[src/rtl/demux_striping_n.sv]
// N-lane round-robin word striping demultiplexer with slot/packed pointer modes and alignment.
// Optional per-lane word counters are enabled by defining STRIPE_STATS_EN.
module demux_striping_n #(
    parameter int unsigned LANES  = 4,
    parameter int unsigned WIDTH  = 32,
    parameter int unsigned PACKED = 0,
    parameter int unsigned SEL_W  = $clog2(LANES)
) (
    input  logic                     clk_2f,
    input  logic                     reset,
    input  logic [WIDTH-1:0]         data_in,
    input  logic                     valid_in,
    input  logic                     align_in,
`ifdef STRIPE_STATS_EN
    input  logic                     cnt_clr,
    output logic [LANES*16-1:0]      lane_cnt_out,
`endif
    output logic [LANES*WIDTH-1:0]   lane_data_out,
    output logic [LANES-1:0]         lane_valid_out,
    output logic                     stripe_done,
    output logic [SEL_W-1:0]         lane_sel
);

    logic [WIDTH-1:0] data_q [LANES];
    logic [WIDTH-1:0] data_d [LANES];
    logic [LANES-1:0] valid_q, valid_d;
    logic             done_q, done_d;
    logic [SEL_W-1:0] sel_q, sel_d;
    logic [SEL_W-1:0] tgt;

    always_comb begin
        tgt     = align_in ? '0 : sel_q;
        data_d  = data_q;
        valid_d = '0;
        done_d  = 1'b0;
        if (valid_in) begin
            for (int i = 0; i < LANES; i++) begin
                if (tgt == SEL_W'(i)) begin
                    data_d[i]  = data_in;
                    valid_d[i] = 1'b1;
                end
            end
            done_d = (tgt == SEL_W'(LANES - 1));
        end
        // Packed mode only consumes a slot when a word is written; wrap is free (power of two).
        if ((PACKED != 0) && !valid_in) begin
            sel_d = tgt;
        end else begin
            sel_d = tgt + SEL_W'(1);
        end
    end

    always_ff @(posedge clk_2f or posedge reset) begin
        if (reset) begin
            for (int i = 0; i < LANES; i++) begin
                data_q[i] <= '0;
            end
            valid_q <= '0;
            done_q  <= 1'b0;
            sel_q   <= '0;
        end else begin
            data_q  <= data_d;
            valid_q <= valid_d;
            done_q  <= done_d;
            sel_q   <= sel_d;
        end
    end

    for (genvar g = 0; g < LANES; g++) begin : g_lane_out
        assign lane_data_out[g*WIDTH +: WIDTH] = data_q[g];
    end

    assign lane_valid_out = valid_q;
    assign stripe_done    = done_q;
    assign lane_sel       = sel_q;

`ifdef STRIPE_STATS_EN
    logic [15:0] cnt_q [LANES];
    logic [15:0] cnt_d [LANES];

    // Clear wins over a same-cycle increment.
    always_comb begin
        for (int i = 0; i < LANES; i++) begin
            cnt_d[i] = cnt_clr ? 16'd0 : cnt_q[i] + {15'd0, valid_d[i]};
        end
    end

    always_ff @(posedge clk_2f or posedge reset) begin
        if (reset) begin
            for (int i = 0; i < LANES; i++) begin
                cnt_q[i] <= '0;
            end
        end else begin
            cnt_q <= cnt_d;
        end
    end

    for (genvar g = 0; g < LANES; g++) begin : g_cnt_out
        assign lane_cnt_out[g*16 +: 16] = cnt_q[g];
    end
`endif

endmodule
[config.mk]
export PLATFORM = sky130hd
export DESIGN_NAME = demux_striping_n
export DESIGN_NICKNAME = d
export VERILOG_FILES = /design/src/rtl/demux_striping_n.sv
export SDC_FILE = /design/constraint.sdc
export NUM_CORES = 1
export LEC_CHECK = 0
export BUFFER_PORTS_ARGS = -buffer_cell sky130_fd_sc_hd__buf_2
export CORE_ASPECT_RATIO = 1.25
export CORE_MARGIN = 3
export CORE_UTILIZATION = 25
export CTS_CLUSTER_DIAMETER = 200
export DETAILED_ROUTE_END_ITERATION = 8
export GPL_ROUTABILITY_DRIVEN = 0
export PLACE_DENSITY_LB_ADDON = 0.25
export SETUP_SLACK_MARGIN = 0.4
export SLEW_MARGIN = 25
export SYNTH_ARGS = -nofsm -noshare
export SYNTH_HDL_FRONTEND = slang
export SYNTH_SLANG_ARGS = --single-unit
[constraint.sdc]
create_clock -name clk_2f -period 6.1 [get_ports clk_2f]
set_clock_uncertainty 0.15 [all_clocks]
set_input_delay 0 -clock clk_2f [delete_from_list [all_inputs] [get_ports clk_2f]]
set_output_delay 0 -clock clk_2f [all_outputs]
set_load 0.1 [all_outputs]
---- Word-level counts from Yosys, hierarchy flattened ----
Index checks and enable logic that the tools add are counted.
Widths: inputs -> output; s select.
word-level totals
  flip-flop bits (word level) ............. 135
  input bits .............................. 36
operators by class
  add/subtract/negate cells ............... 1
  equal/unequal tests ..................... 3
  muxes and demuxes ....................... 7
  reduce and logical (&&, ||, !) cells .... 5
operators with widths
  kind                 count
  $reduce_and 2->1     4
  $mux 1               5
  $eq 2x2->1 const B   2
  $mux 4               1
  $add 2x1->2 const B  1
  $eq 2x1->1 const B   1
  $logic_not 2->1      1
  $mux 2               1

---- Depth between registers and ports, before layout ----
  depth after elaboration ................. 4
  depth in mapped cells ................... 5

---- Worst setup path after synthesis ----
Ideal clock, no wire load.
  kind .................................... register -> register
  start ................................... register sel_q[0], in the netlist lane_sel[0]
  end ..................................... register data_q, in the netlist lane_data_out[43]
  library setup time ...................... 0.125 ns
  arrival ................................. 2.048 ns
  required time ........................... 5.825 ns
  slack ................................... 3.776 ns
  stages on the path, launching flop included .. 6
  path buffers ............................ 3
  period minus slack after synthesis ...... 2.324 ns
  cells stage by stage .................... dfrtp_1 > buf_4 > nor4bb_1 > buf_2 > buf_6 > mux2_2
between the ends
  word-level cells in the longest chain between the ends .. 3
ends and longest elaborated chain
  element                     RTL line  RTL
  start: declaration          28        logic [SEL_W-1:0] sel_q, sel_d;
  start signal: assignment    65        sel_q <= sel_d;
  $mux 2                      32        tgt = align_in ? '0 : sel_q;
  $eq 2x1->1                  38        if (tgt == SEL_W'(i)) begin
  $reduce_and 2->1 (no line)  -
  end signal: assignment      62        data_q <= data_d;
  end: declaration            24        logic [WIDTH-1:0] data_q [LANES];
Every way passes these cells.
A chain may end at the register's enable or synchronous reset.

---- Final worst setup path ----
  start ................................... register sel_q[1], in the netlist lane_sel[1]
  end ..................................... register data_q, in the netlist lane_data_out[93]
between the ends
  word-level cells in the longest chain between the ends .. 3
ends and longest elaborated chain
  element                     RTL line
  $mux 2                      32
  $eq 2x2->1                  38
  $reduce_and 2->1 (no line)  -
Every way passes these cells.

==> flow_metrics.tcl <==
set metrics [dict create \
    areaGrowthSynthToFinish_pct 38.8 \
    synthesis.area_um2 5330 \
    syn-num-nets 402 \
    antennaDiodeCount 0 \
    via_per_inst 4.26 \
    rsz0062_at_grt "no" \
    syn_inst 366 \
    postPlaceCellArea_um2 6420 \
    layout-drive-gt1-share_pct 51.3 \
    die_x_um 137 \
    critPathKind "flop to flop" \
    synth.distinct_cells 21 \
    stdcell_count 853 \
    arrival_ns 2.52 \
    yosys_warnings 0 \
    clockRootBuffer "clkbuf_16" \
    core_area_um2 20900 \
    setup_viol 0 \
    cp.required_ns 6.25 \
    cp-end-kind "flop" \
    die_h_um 169 \
    cp_max_fo 18 \
    cts_resized 0 \
    portBuffers 170 \
    grt_antenna_before_repair 0 \
    startpoint_type "flop" \
    fmax_mhz 422 \
    final_max_slew_viol_count 0 \
    period_needed_ns 2.37 \
    ys_seq_area_share_pct 62.9 \
    ctsHoldBuffers 34 \
    ioPinCount 171 \
    pre_cts_ws_ns 3.52 \
    yosysTopAreaCellShare_pct 62.9 \
    grt_pass1_wl_mm 22.7 \
    grt_util_all_layers_pct 12.9 \
    avgSynthCellArea_um2 14.6 \
    ff2ff_setup_slack_ns 3.73 \
    status "finished, final reports clean" \
    finalWorstSetupSlack_ns 3.73 \
    clock_sinks 134 \
    ys_seq_elements 134 \
    drv_cap 0 \
    drc_errors 0 \
    ctsHtreeMaxLevel 4 \
    dpl.hpwl_mm 9.61 \
    seq_area_um2 3350 \
    clk_latency_ns 0.41 \
    synth.largest_area_cell "dfrtp_1" \
    cts.reportedPaths.clkPinSlew_ns 0.06 \
    hp-class "input port to asynchronous set/reset pin" \
    grt_max_degree 70 \
    drtPass1Iterations 4 \
    tns_ns 0 \
    nFillCells 2077 \
    cts_buffers 17 \
    die-area_um2 23100 \
    synth.area.top_cells "dfrtp_1, mux2_2, mux2_4, o32ai_1, mux2_1" \
    antenna_left 0 \
    tritoncts "yes" \
    finalHoldViolations 0 \
    avgRoutedWirePerCell_um 16.8 \
    worst_pin_slew_ns 0.871 \
    rr_endpoint "lane_data_out[93]" \
    slew_headroom_pct 41.9 \
    wl_mm 14.3 \
    drtIter0Drc 158 \
    post-route-period-util_pct 38.8 \
    initial_utilization_pct 25.5 \
    place_inst 787 \
    cts_setup_buffers 0 \
    reg2reg_depth 3 \
    overflow 0 \
    grt_pass1_vias 3857 \
    nets 602 \
    multi_input_area_um2 1700 \
    cts_buffer_depth 2 \
    design_area_um2 7400 \
    core.rowCount 59 \
    reg2reg_from "lane_sel[1]" \
    num_vias 3638 \
]
[flip-flops by register name, indices dropped and copies added, names as in the netlist]
signal and cells:
lane_sel 2, lane_valid_out 3, stripe_done 1, lane_data_out 128
[worst max-delay path: stages (launching register included)]
cell	delay, ns
dfrtp_1	0.55
and4bb_2	0.72
buf_4	0.46
mux2_4	0.34
[synth_stat cells]
| library cell | instances |
|---|---|
| nor2_1 | 1 |
| nand4b_2 | 1 |
| buf_6 | 6 |
| and2_1 | 1 |
| mux2_4 | 29 |
| nor4bb_1 | 1 |
| nand2b_1 | 1 |
| o32ai_1 | 32 |
| o21ba_2 | 1 |
| mux2_1 | 13 |
| mux2_2 | 54 |
| xnor2_1 | 1 |
| buf_2 | 6 |
| nor3b_2 | 1 |
| buf_4 | 3 |
| nand2_1 | 32 |
| dfrtp_1 | 134 |
| nor2b_1 | 1 |
| clkbuf_1 | 13 |
| and4bb_1 | 1 |
| inv_1 | 34 |
[cell usage in the layout, fill, tap and decap left out]
master / instances
buf_2: 170
dfrtp_1: 134
mux2_2: 54
dlygate4sd3_1: 34
inv_1: 33
nand2_1: 32
o32ai_1: 32
mux2_4: 29
clkbuf_16: 17
mux2_1: 13
buf_4: 5
inv_6: 4
bufinv_16: 4
clkinvlp_4: 4
clkinv_4: 2
and4bb_2: 1
nor4bb_4: 1
o21ba_2: 1
nor2b_1: 1
nor3b_4: 1
and2_2: 1
nand2b_1: 1
xnor2_1: 1
nor2_1: 1
nand4b_2: 1
clkbuf_8: 1
clkinv_2: 1
[layer usage]
layer | vias up | wire [µm] | track usage, %
li1 | 1675 | - | -
met4 | 0 | 208 | 4.73
met3 | 13 | 717 | 3.35
met2 | 106 | 7210 | 21.7
met5 | - | 0 | 0
met1 | 1844 | 6200 | 15.9
[metrics by stage]
step,util [%],hold slack [ns]
6_report,35.4,0.0440
5_1_grt,35.4,0.0879
4_1_cts,35.4,0.0583
3_5_place_dp,30.7,-0.0120
3_3_place_gp,30.7,-0.0244
2_1_floorplan,-,-0.0837
[worst max path at each step]
stage	start	to	slack, ns	cells after the start
3_3_place_gp	valid_in	lane_data_out[93]	3.58	4
6_report	lane_sel[1]	lane_data_out[93]	3.73	3
3_5_place_dp	valid_in	lane_data_out[92]	3.52	4
4_1_cts	lane_sel[0]	lane_data_out[64]	3.70	3
5_1_grt	lane_sel[1]	lane_data_out[93]	3.61	3
2_1_floorplan	reset	lane_data_out[0]	2.37	1
[kinds of logic (layout without fill, tap and decap cells)]
family,Yosys count,count (layout),share of synthesized area (%)
muxes,96,96,22.3
buffers and inverters,62,275,5.56
and+or+nand+nor,40,40,3.61
xor gates and xnor gates,1,1,0.164
AOI/OAI and AO/OA,33,33,5.44
DFF,134,134,62.9
[final cells by class]
| class | count | share of cell area [%] |
|---|---|---|
| sequential | 134 | 45.3 |
| multi-input combinational | 170 | 23.0 |
| timing repair buffer | 209 | 16.6 |
| clock buffer | 18 | 5.94 |
| tap | 274 | 4.63 |
| clock inverter | 14 | 2.69 |
| inverter | 34 | 1.79 |
Power is left out: the tool's default activity adds up to more than one toggle a clock period on the data nets, which glitch-free logic cannot reach.
